File: src/rtl/fht_io_pkg.sv
// Shared types and helpers for the FHT sample I/O sequencer.
// Holds the sequencer state encoding and the index bit-reversal.
`ifndef A_BIT
`define A_BIT 2
`endif
`ifndef D_BIT
`define D_BIT 16
`endif

package fht_io_pkg;

  typedef enum logic [2:0] {
    ST_IDLE   = 3'd0,
    ST_LOAD   = 3'd1,
    ST_KICK   = 3'd2,
    ST_RUN    = 3'd3,
    ST_UNLOAD = 3'd4
  } state_e;

  function automatic logic [31:0] bit_reverse(
    input logic [31:0] v,
    input int unsigned w
  );
    logic [31:0] r;
    r = '0;
    for (int i = 0; i < 32; i++) begin
      if (i < w) r[i] = v[w-1-i];
    end
    return r;
  endfunction

endpackage

File: src/rtl/fht_io_seq_if.sv
// Sample-stream and control handshake bundle of the FHT I/O sequencer.
// slave = sequencer side, master = producer/consumer side.
interface fht_io_seq_if #(
  parameter int D_BIT = 16
);
  logic             iSTART;
  logic             iVALID;
  logic             oREADY;
  logic [D_BIT-1:0] iDATA;
  logic             oVALID;
  logic             iREADY;
  logic [D_BIT-1:0] oDATA;
  logic             oBUSY;
  logic             oFRAME_DONE;

  modport slave (
    input  iSTART, iVALID, iDATA, iREADY,
    output oREADY, oVALID, oDATA, oBUSY, oFRAME_DONE
  );

  modport master (
    output iSTART, iVALID, iDATA, iREADY,
    input  oREADY, oVALID, oDATA, oBUSY, oFRAME_DONE
  );
endinterface

File: src/rtl/fht_skid_buf.sv
// Two-entry output buffer with registered outputs.
// A full buffer still accepts a write in the cycle it is popped.
module fht_skid_buf #(
  parameter int D_BIT = 16
) (
  input  logic             clk,
  input  logic             rst,
  input  logic             in_valid,
  output logic             in_ready,
  input  logic [D_BIT-1:0] in_data,
  output logic             out_valid,
  input  logic             out_ready,
  output logic [D_BIT-1:0] out_data,
  output logic [1:0]       count
);
  logic [D_BIT-1:0] mem_q [2];
  logic [D_BIT-1:0] mem_d [2];
  logic             wp_q, wp_d;
  logic             rp_q, rp_d;
  logic [1:0]       cnt_q, cnt_d;
  logic             push, pop;

  always_comb begin
    out_valid = cnt_q != 2'd0;
    out_data  = mem_q[rp_q];
    count     = cnt_q;
    pop       = out_valid && out_ready;
    in_ready  = (cnt_q != 2'd2) || pop;
    push      = in_valid && in_ready;
    mem_d     = mem_q;
    wp_d      = wp_q;
    rp_d      = rp_q;
    if (push) begin
      mem_d[wp_q] = in_data;
      wp_d        = ~wp_q;
    end
    if (pop) rp_d = ~rp_q;
    cnt_d = cnt_q + 2'(push) - 2'(pop);
  end

  always_ff @(posedge clk) begin
    if (rst) begin
      mem_q[0] <= '0;
      mem_q[1] <= '0;
      wp_q     <= 1'b0;
      rp_q     <= 1'b0;
      cnt_q    <= 2'd0;
    end else begin
      mem_q <= mem_d;
      wp_q  <= wp_d;
      rp_q  <= rp_d;
      cnt_q <= cnt_d;
    end
  end
endmodule

File: src/rtl/fht_io_seq.sv
// FHT frame sequencer: bit-reversed load into 4 banks, hand-off to
// fht_control, then natural-order unload through a 2-entry buffer.
module fht_io_seq
  import fht_io_pkg::*;
#(
  parameter int A_BIT = `A_BIT,
  parameter int D_BIT = `D_BIT
) (
  input  logic               iCLK,
  input  logic               iRESET,
  fht_io_seq_if.slave        io,
  output logic [3:0]         oWE,
  output logic [A_BIT-1:0]   oWR_ADDR,
  output logic [A_BIT-1:0]   oRD_ADDR,
  output logic [D_BIT-1:0]   oWR_DATA,
  input  logic [4*D_BIT-1:0] iRD_DATA,
  output logic               oBANK_OWN,
  output logic               oFHT_START,
  input  logic               iFHT_RDY
);
  localparam int IW = A_BIT + 2;
  localparam logic [IW-1:0] LAST = '1;

  state_e        state_q, state_d;
  logic [IW-1:0] k_q, k_d;
  logic [IW-1:0] j_q, j_d;
  logic [IW-1:0] o_q, o_d;
  logic          issued_q, issued_d;
  logic          infl_q, infl_d;
  logic          low_q, low_d;
  logic [1:0]    sel_q, sel_d;

  logic [IW-1:0]    rev;
  logic             in_fire, out_fire, rd_issue, last_out;
  logic             buf_valid, buf_in_rdy;
  logic [1:0]       buf_cnt;
  logic [2:0]       occ;
  logic [D_BIT-1:0] buf_data, rd_slice;

  always_comb begin
    rev      = IW'(bit_reverse(32'(k_q), IW));
    in_fire  = (state_q == ST_LOAD) && io.iVALID;
    out_fire = buf_valid && io.iREADY;
    last_out = out_fire && (o_q == LAST);
    // Reserve a buffer slot for every read still in the bank pipeline.
    occ = {1'b0, buf_cnt} + {2'b0, infl_q} - {2'b0, out_fire};
    rd_issue = (state_q == ST_UNLOAD) && !issued_q
             && (occ < 3'd2) && buf_in_rdy;
    rd_slice = iRD_DATA[int'(sel_q)*D_BIT +: D_BIT];

    state_d  = state_q;
    k_d      = k_q;
    j_d      = j_q;
    o_d      = o_q;
    issued_d = issued_q;
    low_d    = low_q;
    infl_d   = rd_issue;
    sel_d    = j_q[IW-1:A_BIT];

    unique case (state_q)
      ST_IDLE: begin
        if (io.iSTART) begin
          state_d  = ST_LOAD;
          k_d      = '0;
          j_d      = '0;
          o_d      = '0;
          issued_d = 1'b0;
        end
      end
      ST_LOAD: begin
        if (in_fire) begin
          k_d = k_q + 1'b1;
          if (k_q == LAST) state_d = ST_KICK;
        end
      end
      ST_KICK: begin
        low_d   = 1'b0;
        state_d = ST_RUN;
      end
      ST_RUN: begin
        if (!iFHT_RDY) low_d = 1'b1;
        else if (low_q) state_d = ST_UNLOAD;
      end
      ST_UNLOAD: begin
        if (rd_issue) begin
          j_d = j_q + 1'b1;
          if (j_q == LAST) issued_d = 1'b1;
        end
        if (out_fire) o_d = o_q + 1'b1;
        if (last_out) begin
          state_d  = ST_IDLE;
          issued_d = 1'b0;
        end
      end
      default: state_d = ST_IDLE;
    endcase

    io.oREADY      = state_q == ST_LOAD;
    io.oVALID      = buf_valid;
    io.oDATA       = buf_data;
    io.oBUSY       = state_q != ST_IDLE;
    io.oFRAME_DONE = (state_q == ST_UNLOAD) && last_out;
    oWE        = in_fire ? (4'b0001 << rev[IW-1:A_BIT]) : 4'b0000;
    oWR_ADDR   = rev[A_BIT-1:0];
    oWR_DATA   = in_fire ? io.iDATA : '0;
    oRD_ADDR   = j_q[A_BIT-1:0];
    oBANK_OWN  = !((state_q == ST_KICK) || (state_q == ST_RUN));
    oFHT_START = state_q == ST_KICK;
  end

  always_ff @(posedge iCLK) begin
    if (iRESET) begin
      state_q  <= ST_IDLE;
      k_q      <= '0;
      j_q      <= '0;
      o_q      <= '0;
      issued_q <= 1'b0;
      infl_q   <= 1'b0;
      low_q    <= 1'b0;
      sel_q    <= 2'd0;
    end else begin
      state_q  <= state_d;
      k_q      <= k_d;
      j_q      <= j_d;
      o_q      <= o_d;
      issued_q <= issued_d;
      infl_q   <= infl_d;
      low_q    <= low_d;
      sel_q    <= sel_d;
    end
  end

  fht_skid_buf #(
    .D_BIT(D_BIT)
  ) u_buf (
    .clk      (iCLK),
    .rst      (iRESET),
    .in_valid (infl_q),
    .in_ready (buf_in_rdy),
    .in_data  (rd_slice),
    .out_valid(buf_valid),
    .out_ready(io.iREADY),
    .out_data (buf_data),
    .count    (buf_cnt)
  );
endmodule

File: src/flat_wrapper.sv
// flat-port wrapper written by rule: the top's interface ports become plain ports
module fht_io_seq_flat import fht_io_pkg::*;
#(
  parameter int A_BIT = `A_BIT,
  parameter int D_BIT = `D_BIT
)
  (iCLK, iRESET, oWE, oWR_ADDR, oRD_ADDR, oWR_DATA, iRD_DATA, oBANK_OWN, oFHT_START, iFHT_RDY, io_iSTART, io_iVALID, io_iDATA, io_iREADY, io_oREADY, io_oVALID, io_oDATA, io_oBUSY, io_oFRAME_DONE);
  fht_io_seq_if #(.D_BIT(D_BIT)) io_i ();
  input  logic iCLK;
  input  logic iRESET;
  output logic [3:0] oWE;
  output logic [A_BIT-1:0] oWR_ADDR;
  output logic [A_BIT-1:0] oRD_ADDR;
  output logic [D_BIT-1:0] oWR_DATA;
  input  logic [4*D_BIT-1:0] iRD_DATA;
  output logic oBANK_OWN;
  output logic oFHT_START;
  input  logic iFHT_RDY;
  input wire logic [$bits(io_i.iSTART)-1:0] io_iSTART;
  input wire logic [$bits(io_i.iVALID)-1:0] io_iVALID;
  input wire logic [$bits(io_i.iDATA)-1:0] io_iDATA;
  input wire logic [$bits(io_i.iREADY)-1:0] io_iREADY;
  output wire logic [$bits(io_i.oREADY)-1:0] io_oREADY;
  output wire logic [$bits(io_i.oVALID)-1:0] io_oVALID;
  output wire logic [$bits(io_i.oDATA)-1:0] io_oDATA;
  output wire logic [$bits(io_i.oBUSY)-1:0] io_oBUSY;
  output wire logic [$bits(io_i.oFRAME_DONE)-1:0] io_oFRAME_DONE;
  assign io_i.iSTART = io_iSTART;
  assign io_i.iVALID = io_iVALID;
  assign io_i.iDATA = io_iDATA;
  assign io_i.iREADY = io_iREADY;
  assign io_oREADY = io_i.oREADY;
  assign io_oVALID = io_i.oVALID;
  assign io_oDATA = io_i.oDATA;
  assign io_oBUSY = io_i.oBUSY;
  assign io_oFRAME_DONE = io_i.oFRAME_DONE;
  fht_io_seq #(.A_BIT(A_BIT), .D_BIT(D_BIT)) u_core (.iCLK(iCLK), .iRESET(iRESET), .io(io_i), .oWE(oWE), .oWR_ADDR(oWR_ADDR), .oRD_ADDR(oRD_ADDR), .oWR_DATA(oWR_DATA), .iRD_DATA(iRD_DATA), .oBANK_OWN(oBANK_OWN), .oFHT_START(oFHT_START), .iFHT_RDY(iFHT_RDY));
endmodule
File: config.mk
export PLATFORM = sky130hd
export DESIGN_NAME = fht_io_seq_flat
export DESIGN_NICKNAME = d
export VERILOG_FILES = /design/src/rtl/fht_io_pkg.sv /design/src/rtl/fht_io_seq_if.sv /design/src/rtl/fht_skid_buf.sv /design/src/rtl/fht_io_seq.sv /design/src/flat_wrapper.sv
export SDC_FILE = /design/constraint.sdc
export NUM_CORES = 1
export LEC_CHECK = 0
export BUFFER_PORTS_ARGS = -buffer_cell sky130_fd_sc_hd__buf_2
export CAP_MARGIN = 25
export CELL_PAD_IN_SITES_DETAIL_PLACEMENT = 2
export CELL_PAD_IN_SITES_GLOBAL_PLACEMENT = 2
export CORE_AREA = 2 2 105 107
export DETAILED_ROUTE_END_ITERATION = 16
export DIE_AREA = 0 0 107 109
export GPL_TIMING_DRIVEN = 0
export PLACE_DENSITY = 0.87
export SETUP_SLACK_MARGIN = 0.05
export SYNTH_ARGS = -nofsm -noshare
export SYNTH_HDL_FRONTEND = slang
export SYNTH_SLANG_ARGS = --single-unit
File: constraint.sdc
create_clock -name iCLK -period 4.1 [get_ports iCLK]
set_clock_uncertainty 0.2 [all_clocks]
set_input_delay 0.205 -clock iCLK [delete_from_list [all_inputs] [get_ports iCLK]]
set_output_delay 0.205 -clock iCLK [all_outputs]
set_load 0.1 [all_outputs]
# After elaboration in Yosys (flattened, before gate mapping)
# Index checks and enable logic that the tools add are counted.
# word_totals
regBits	56
in_bits	86
out_inout_bits	46
word_cells	103
# op_classes
add_sub_neg	7
order_cmp	4
n_eq_ne	19
shifts	2
n_mux	29
bitwise	4
n_reduce_logical	25
# ops
operator	count
16-bit 2-to-1 mux	5
64-bit by 7-bit indexed part select with 16-bit output	1
32-bit bitwise mux	1
4-bit one-hot mux with 2 select lines	3
4-bit 2-to-1 mux	5
3-bit 2-to-1 mux	6
16-bit demux with 1-bit select	1
3-bit one-hot mux with 5 select lines	1
4-bit by 1-bit adder with 4-bit output (second input constant)	3
4-bit equality test (second input constant)	3
2-bit by 1-bit inequality test with 1-bit output (second input constant)	6
1-bit logical AND	9
3-bit AND reduction	3
2-bit inequality test (second input constant)	4
2-bit nonzero test	4
3-bit by 2-bit equality test with 1-bit output (second input constant)	2
6-bit AND reduction	1
1-bit 2-to-1 mux	5
2-bit >= comparator (second input constant)	2
1-bit inverter with 2-bit output	2
1-bit one-hot mux with 2 select lines	2
4-bit AND reduction	1
1-bit by 2-bit << shifter with 4-bit output (first input constant)	1
2-bit by 1-bit adder with 3-bit output	1
other kinds (15)	18

# Longest topological paths before layout
# Gate-level depths: netlist of the first run.
# logic_depth
ltp_word	9
ltp_mapped	8
depth_no_buf	7

# Hierarchy
# Synthesis of the first run repeated with hierarchy kept, for this count alone.
# unflattened
cells_unflattened	352
area_unflattened_um2	3353.2
# by_module_without_submodules
mod	n_inst	cells_each	area_each_um2	seq_area_each_um2
fht_skid_buf	1	182	1741.7	720.7
fht_io_seq	1	170	1611.5	400.4

# Worst setup path after synthesis of the first run
# No wires, ideal clock.
# synth_path
kind	reg2out
startpoint	reg u_core.state_q[1]
endpoint	out io_oFRAME_DONE
t_arrival_ns	2.844
required_ns	3.695
slack_ns	0.851
stages_incl_launch_ff	4
n_path_buf	1
path_cell_list	dfxtp_1 > or3b_1 > clkbuf_1 > nor3_1
# synth_between
elab_chain_cells	2
# synth_rtl
item	line_no	text
start: declaration	fht_io_seq.sv:24	state_e state_q, state_d;
start signal: assignment	fht_io_seq.sv:122	state_q <= state_d;
3-bit equality test	fht_io_seq.sv:102	io.oFRAME_DONE = (state_q == ST_UNLOAD) && last_out;
1-bit logical AND	fht_io_seq.sv:102	
end: declaration	flat_wrapper.sv:27	output wire logic [$bits(io_i.oFRAME_DONE)-1:0] io_oFRAME_DONE;
# Every way passes these cells.

# Final worst setup path of the first run
# layout_path
startpoint	reg u_core.state_q[1]
endpoint	out oWR_DATA[12]
# layout_between
elab_chain_cells	3
# layout_rtl
item	line_no	text
3-bit by 1-bit equality test with 1-bit output	fht_io_seq.sv:42	in_fire = (state_q == ST_LOAD) && io.iVALID;
1-bit logical AND	fht_io_seq.sv:42	
16-bit 2-to-1 mux	fht_io_seq.sv:105	oWR_DATA = in_fire ? io.iDATA : '0;
end: declaration	flat_wrapper.sv:14	output logic [D_BIT-1:0] oWR_DATA;
# Every way passes these cells.

==> impl_metrics.yaml, run 1 <==
timing:
  tns_ns: 0
  holdWs_ns: 0.0841
  finalHoldViolCount: 0
  fmaxAchievable_mhz: 383
  slew_violations: 0
  min_period_ns: 2.61
  setup_violations: 0
  worstMarginPinSlew_ns: 0.578
  slew_headroom_pct: 61.5
  rsz0062_at_grt: "false"
  finalCritPeriodShare_pct: 63.6
floorplan:
  io_pins: 132
  die_area_um2: 11700
  die_y_um: 109
  fp.dieW_um: 107
  design.core.area_um2: 10600
  rows: 38
  start_util_pct: 28.9
final_layout:
  diodes: 0
  multi_input_area_um2: 1740
  ff_latch_area_um2: 1120
  nNetsFinal: 518
  fillers: 1202
  drive_gt1_share_pct: 47.5
  area_growth_pct: 30.2
  final_util_pct: 37.6
power:
  p_leak_nw: 1.80
  p_per_area_nw_per_um2: 256
  irDropWorstVdd_v: 0.000115
synthesis:
  yosysTopAreaCellShare_pct: 36.6
  synthFlopType: "dfxtp_1"
  synthArstFlopShare_pct: 0
  syn_area_per_cell_um2: 10.7
  ys_seq_area_share_pct: 36.6
  synth_area_leaders: "dfxtp_1, mux4_2, a22o_1"
  syn_inst: 286
  synth.distinct_cells: 50
  yosys_warnings: 0
  synth_seq_cells: 56
  synth_edf_count: 0
  synth_common_cells: "dfxtp_1, a22o_1, nor2_1"
  yosys.cell_count.top_type: "dfxtp_1"
  netlist_area_um2: 3060
  synth_nets: 380
  synth_top_cell_by_area: "dfxtp_1"
critical_path:
  crit_fanout: 10
  cp-end-kind: "output pin"
  critPathTopFamily: "buffers and inverters"
  critPathLaunchType: "register"
  crit_required_ns: 3.69
  arrival_ns: 2.20
  slowest_delay_ns: 0.44
  path_class: "reg -> out"
  regToRegSetupSlack_ns: 1.54
  cp_slowest_cell: "buf_2"
  crit_buf_inv: 3
  critical_path.most_common_cell: "buf_2"
  crit_chain: "buf_2, and4bb_2, clkbuf_1, and2_1, buf_2"
placement:
  routabilityCongestion: 0.732
  hpwl_mm: 7.70
  port_buffers: 130
global_routing:
  track_usage_pct: 17.0
  grt_overflow: 0
  grt_max_degree: 19
  grt_pass1_vias: 3091
  antenna_found_initial: 0
  grt_pass1_wl_mm: 15.5
clock_tree:
  clock_latency_ns: 0.31
  clkTransAtPathRegs_ns: 0.10
  cts_buffer_depth: 2
  htreeDepth: 2
  cts_tree: "done"
  postCtsSetupRepairBufs: 0
  cts_made_buffers: 5
  cts_sinks: 56
  root_buffer: "clkbuf_8"
detailed_routing:
  drt-total-wl_mm: 9.65
  drt-pass1-iter-count: 4
  viasPerCell: 4.92
  drtIter0Drc: 62
  wire_per_inst_um: 17.1
  ant_nets: 0
  dr_total_vias: 2778
  drc_errors: 0
min_path:
  hp-class: "in -> reg"
run_status:
  status: "finished clean"
run:
  maxCapViolCount: 0
==> kinds of logic after synthesis <==
| group | after synthesis | share of synthesized area [%] |
|---|---|---|
| DFF | 56 | 36.6 |
| xor gates and xnor gates | 10 | 2.86 |
| muxes | 35 | 18.7 |
| AOI/OAI and AO/OA | 56 | 15.5 |
| and+or+nand+nor | 86 | 16.3 |
| adders and majority gates | 8 | 3.51 |
| buffers and inverters | 35 | 6.42 |
==> what timing repair did <==
item / 4_1_cts / 5_1_grt
hold buffers: 1 / 0
resized for setup: 0 / 0
endpoints found under the setup margin: 0 / 0
hold endpoints to repair: 1 / 0
==> state kept, by name (all words and copies together), names as in the netlist <==
register	count
u_core.u_buf.mem_q	32
u_core.j_q	4
u_core.k_q	4
u_core.o_q	4
u_core.state_q	3
u_core.sel_q	2
u_core.u_buf.count	2
u_core.infl_q	1
u_core.issued_q	1
u_core.low_q	1
u_core.u_buf.rp_q	1
u_core.u_buf.wp_q	1
==> per-stage QoR <==
stage,worst slack [ns],power [mW],cells,area [um2]
finish,1.49,1.02,565,3990
global route,1.36,1.07,565,3990
CTS,1.48,1.04,565,3990
detailed placement,1.58,0.722,556,3890
global placement,1.64,0.715,556,3890
floorplan,0.851,0.662,286,3060
==> per-layer routing <==
metal	part of all wire [%]	vias to the layer above	GRT usage (%)
li1	-	1313	-
met1	39	1390	18.0
met2	55	70	34.3
met3	4.9	5	3.65
met4	0.86	0	3.62
met5	0	-	0
==> power breakdown <==
| group | switching (mW) | internal, mW | total (mW) |
|---|---|---|---|
| Sequential | 0.00160 | 0.545 | 0.547 |
| Combinational | 0.102 | 0.0594 | 0.162 |
| Clock | 0.192 | 0.122 | 0.314 |
==> cell usage in the layout, fill, tap and decap left out, types with 4 or more instances in the layout <==
cell type	instances
o21ai_0	4
mux2_2	17
ha_1	7
buf_2	140
or3_1	4
clkbuf_8	5
xnor2_1	4
inv_1	6
nand2_1	5
nand3_1	6
a21oi_1	6
nand2b_1	6
nor2_1	22
xor2_1	6
mux4_2	16
and2_1	20
dfxtp_1	56
nor2b_1	4
clkbuf_1	6
nor3_1	6
a22o_1	32
buf_4	8
==> worst paths after layout <==
kind | startpoint | endpoint | depth (start not counted)
min | io_iSTART | u_core.state_q[0] | 3
max | u_core.state_q[1] | oWR_DATA[12] | 5
min reg2reg | u_core.u_buf.mem_q[5] | u_core.u_buf.mem_q[5] | 1
max reg2reg | u_core.u_buf.count[1] | u_core.j_q[3] | 8
==> worst min-delay path, delay by kind of cell <==
kind | cells | cell delay [ns]
buf+inv | 1 | 0.12
compound gates | 1 | 0.09
simple gates | 1 | 0.13
==> area by class of cell <==
| cell class | instances | area share (%) |
|---|---|---|
| Timing Repair Buffer | 131 | 16.6 |
| Sequential cell | 56 | 28.1 |
| Tap cell | 140 | 4.39 |
| Clock buffer | 5 | 1.73 |
| Inverter | 7 | 0.659 |
| Clock inverter | 3 | 0.533 |
| Buffer | 28 | 4.27 |
| Multi-Input combinational cell | 195 | 43.7 |
Power figures use the tool's default switching activity.
==> run 2, diff against run 1 <==
- CORE_AREA: 2 2 105 107 -> 2 2 114 116
- DIE_AREA: 0 0 107 109 -> 0 0 116 118
- PLACE_DENSITY: 0.87 -> 0.79
- clock period: 4.1 -> 2.35 ns (I/O delays scaled with it)
==> run 2 against run 1 <==
Effect of this change: clock power rose to 2.6 times the previous value; sequential share of layout area down 1.5 points; final area up 5.8%; worst setup slack worse by 1.4 ns; critical path depth up 2; via count down 1.7%; worst hold slack worse by 0.064 ns; global-route usage down 3.4 points; final cell count up 5.3%; critical endpoint is now u_core.j_q[3].
==> impl_metrics.yaml, run 2 (synthesis results as in run 1) <==
clock_tree:
  clock_latency_ns: 0.29
  root_buffer: "clkbuf_16"
  clkTransAtPathRegs_ns: 0.07
  cts_buffer_depth: 2
  cts_sinks: 56
  cts_made_buffers: 5
  htreeDepth: 2
  cts_tree: "done"
placement:
  post-place-cells: 588
  hpwl_mm: 7.55
  routabilityCongestion: 0.722
  port_buffers: 130
run:
  maxCapViolCount: 0
floorplan:
  rows: 41
  start_util_pct: 24.7
  design.core.area_um2: 12400
  die_y_um: 118
  die_area_um2: 13700
  fp.dieW_um: 116
  io_pins: 132
final_layout:
  final_common_cell: "buf_2"
  fillers: 1412
  drive_gt1_share_pct: 49.9
  largest_reg_flops: 32
  regMostFlops: "u_core.u_buf.mem_q"
  area_growth_pct: 37.8
  nNetsFinal: 518
  final_cell_mix: "buf_2, dfxtp_1, a22o_1"
  final_cell_count_no_fill: 595
  diodes: 0
detailed_routing:
  drtIter0Drc: 65
  wire_per_inst_um: 16.1
  drc_errors: 0
  viasPerCell: 4.59
  drt-total-wl_mm: 9.61
  drt-pass1-iter-count: 4
  ant_nets: 0
  dr_total_vias: 2732
critical_path:
  slowest_delay_ns: 0.57
  crit_buf_inv: 1
  cp-end-kind: "register"
  critPathLaunchType: "register"
  crit_required_ns: 2.38
  cp_slowest_cell: "fa_2"
  path_class: "reg -> reg"
  crit_chain: "buf_6, or2_4, nor2b_4, fa_2, o211ai_4, or3_1, a21oi_2"
  arrival_ns: 2.25
  critPathTopFamily: "simple AND/OR/NAND/NOR gates"
  regToRegSetupSlack_ns: 0.12
  crit_fanout: 8
min_path:
  hp-class: "in -> reg"
power:
  p_per_area_nw_per_um2: 491
  p_leak_nw: 1.87
  irDropWorstVdd_v: 0.000351
  p_total_mw: 2.07
run_status:
  status: "finished clean"
timing:
  rsz0062_at_grt: "false"
  setup_violations: 0
  worstMarginPinSlew_ns: 0.666
  tns_ns: 0
  slew_violations: 0
  min_period_ns: 2.23
  finalCritPeriodShare_pct: 94.8
  finalHoldViolCount: 0
  slew_headroom_pct: 55.6
  holdWs_ns: 0.0200
  fmaxAchievable_mhz: 449
global_routing:
  track_usage_pct: 13.6
  grt_max_degree: 16
  antenna_found_initial: 0
  grt_overflow: 0
  grt_pass1_vias: 2975
  grt_pass1_wl_mm: 14.9
[run 2: repair_timing]
item                                    in CTS  in global routing
endpoints found under the hold margin        1                  0
buffers inserted                             0                  1
gates resized for setup                     21                  9
endpoints found under the setup margin      28                  9
hold buffers                                 1                  0
pin swaps                                    0                  3
[run 2: path summary, 6_finish.rpt]
check | start | endpoint | cells past startpoint
max | u_core.u_buf.count[1] | u_core.j_q[3] | 7
min | io_iSTART | u_core.state_q[0] | 3
max reg2reg | u_core.u_buf.count[1] | u_core.j_q[3] | 7
min reg2reg | u_core.u_buf.mem_q[7] | u_core.u_buf.mem_q[7] | 1
[run 2: per-stage QoR]
step | setup WS [ns] | cell area [um2] | util, %
2_1_floorplan | -0.0604 | 3110 | -
3_3_place_gp | 0.141 | 3970 | 32.0
3_5_place_dp | 0.102 | 3970 | 32.0
4_1_cts | 0.0829 | 4180 | 33.7
5_1_grt | 0.0335 | 4220 | 34.0
6_report | 0.123 | 4220 | 34.0
[run 2: report_power, final]
part	internal, mW	switching, mW
clock	0.492	0.331
sequential	0.950	0.00279
combinational	0.113	0.182
[run 2: final cells by class]
cell class / count / area, um2 / share of cell area, %
Clock buffer: 5 / 125 / 2.97
Timing Repair Buffer: 132 / 734 / 17.4
Inverter: 7 / 26.3 / 0.623
Tap cell: 172 / 215 / 5.10
Buffer: 27 / 175 / 4.15
Clock inverter: 1 / 30.0 / 0.712
Multi-Input combinational cell: 195 / 1790 / 42.4
Sequential cell: 56 / 1120 / 26.6
[run 2: per-layer routing]
metal	share of wire [%]	track usage, %	up-vias	wire length, um
li1	-	-	1314	-
met1	41	16.0	1339	3950
met2	54	25.5	73	5150
met3	4.5	2.37	6	431
met4	0.82	2.75	0	79
met5	0	0	-	0
[run 2: tightest hold or removal path, stage by stage]
cell	delay, ns
buf_2	0.13
nor3_1	0.12
a2111oi_0	0.08
==> run 3, diff against run 2 <==
==> constraint.sdc (replaced) <==
create_clock -name iCLK -period 2.35 [get_ports iCLK]
set_clock_uncertainty 0.2 [all_clocks]
set_input_delay 0.47 -clock iCLK [delete_from_list [all_inputs] [get_ports iCLK]]
set_output_delay 0.47 -clock iCLK [all_outputs]
set_load 0.1 [all_outputs]
==> run 3 against run 2 <==
Effect of this change: core utilization is 3.7 points higher; sequential share of layout area is 2.4 points lower; die area stayed put.
==> impl_metrics.yaml, run 3 (synthesis results as in run 1) <==
final_layout:
  final_cell_count_no_fill: 604
  fillers: 1337
  diodes: 0
  largest_reg_flops: 32
  regMostFlops: "u_core.u_buf.mem_q"
  final_common_cell: "buf_2"
  nNetsFinal: 527
  design_area_um2: 4680
  drive_gt1_share_pct: 56.9
  final_cell_mix: "buf_2, dfxtp_1, a22o_1"
  area_growth_pct: 52.9
placement:
  post-place-cells: 588
  hpwl_mm: 7.66
  dp_slack_ns: -0.238
  routabilityCongestion: 0.724
  placedInstanceArea_um2: 4000
  port_buffers: 130
min_path:
  hp-class: "reg -> reg"
clock_tree:
  cts_made_buffers: 5
  clkTransAtPathRegs_ns: 0.07
  cts_buffer_depth: 2
  cts_sinks: 56
  clock_latency_ns: 0.29
  htreeDepth: 2
  cts_tree: "done"
  root_buffer: "clkbuf_16"
global_routing:
  grt_overflow: 0
  track_usage_pct: 16.8
  grt_max_degree: 16
  antenna_found_initial: 0
  grt_pass1_vias: 3324
  grt_pass1_wl_mm: 17.9
critical_path:
  critPathLaunchType: "register"
  crit_fanout: 6
  path_class: "reg -> out"
  crit_chain: "buf_6, and4bb_4, buf_8, and2_4, buf_12"
  slowest_delay_ns: 0.43
  crit_buf_inv: 3
  critPathTopFamily: "simple AND/OR/NAND/NOR gates"
  cp_slowest_cell: "and4bb_4"
  crit_required_ns: 1.68
  arrival_ns: 1.66
  cp-end-kind: "output pin"
floorplan:
  design.core.area_um2: 12400
  die_y_um: 118
  start_util_pct: 24.7
  fp.dieW_um: 116
  io_pins: 132
  die_area_um2: 13700
  rows: 41
timing:
  slew_violations: 0
  fmaxAchievable_mhz: 429
  min_period_ns: 2.33
  worst_slack_ns: 0.0194
  finalCritPeriodShare_pct: 99.2
  worstMarginPinSlew_ns: 0.594
  finalHoldViolCount: 0
  tns_ns: 0
  rsz0062_at_grt: "true"
  slew_headroom_pct: 60.4
  setup_violations: 0
power:
  p_total_mw: 2.14
  p_leak_nw: 2.02
  p_per_area_nw_per_um2: 457
  irDropWorstVdd_v: 0.000278
detailed_routing:
  drt-pass1-iter-count: 4
  drc_errors: 0
  wire_per_inst_um: 19.1
  drt-total-wl_mm: 11.6
  ant_nets: 0
  dr_total_vias: 2843
  drtIter0Drc: 96
  viasPerCell: 4.71
run_status:
  status: "finished clean"
run:
  maxCapViolCount: 0
## run 3: cell types whose count changed in the layout (fill, tap and decap cells not counted), sizes merged
cell,previous run,this run
dlygate4sd3,1,0
clkbuf,11,8
buf,152,165
## run 3: where the power goes
part	leakage (nW)	internal (mW)	switching (mW)
Sequential	0.454	0.948	0.00343
Clock	0.0757	0.492	0.333
Combinational	1.49	0.163	0.201
Total	2.02	1.60	0.538
## run 3: through the flow
| step | hold slack, ns | utilization, % |
|---|---|---|
| 2_1_floorplan | 0.243 | - |
| 3_3_place_gp | 0.255 | 32.2 |
| 3_5_place_dp | 0.263 | 32.2 |
| 4_1_cts | 0.283 | 37.2 |
| 5_1_grt | 0.299 | 37.7 |
| 6_report | 0.278 | 37.7 |
## run 3: final cells by class
cell class / count / area [um2] / area share, %
well taps: 172 / 215 / 4.60
clock inverters: 1 / 30.0 / 0.642
multi-input cells: 195 / 1850 / 39.5
plain buffers: 25 / 199 / 4.25
repair buffers: 143 / 1100 / 23.6
flip-flops and latches: 56 / 1130 / 24.2
clock buffers: 5 / 125 / 2.67
inverters: 7 / 26.3 / 0.561
## run 3: timing repair
item,in CTS,in global routing
resized for setup,122,21
cloned,2,0
pin swaps,4,17
setup endpoints to repair,39,35
buffers inserted,8,3
hold buffers,0,0
## run 3: routing by layer
metal | vias up | wire length [um] | GRT usage [%]
li1 | 1326 | - | -
met1 | 1416 | 4380 | 18.2
met2 | 81 | 6400 | 32.2
met3 | 20 | 485 | 2.99
met4 | 0 | 291 | 4.91
met5 | - | 0 | 0
## run 3: final timing paths
| check | start | endpoint | slack, ns | cells after the start |
|---|---|---|---|---|
| min reg2reg | u_core.u_buf.mem_q[11] | u_core.u_buf.mem_q[11] | 0.28 | 1 |
| max | u_core.state_q[1] | oWR_DATA[14] | 0.02 | 5 |
| min | u_core.u_buf.mem_q[11] | u_core.u_buf.mem_q[11] | 0.28 | 1 |
| max reg2reg | u_core.u_buf.count[0] | u_core.j_q[3] | 0.09 | 6 |
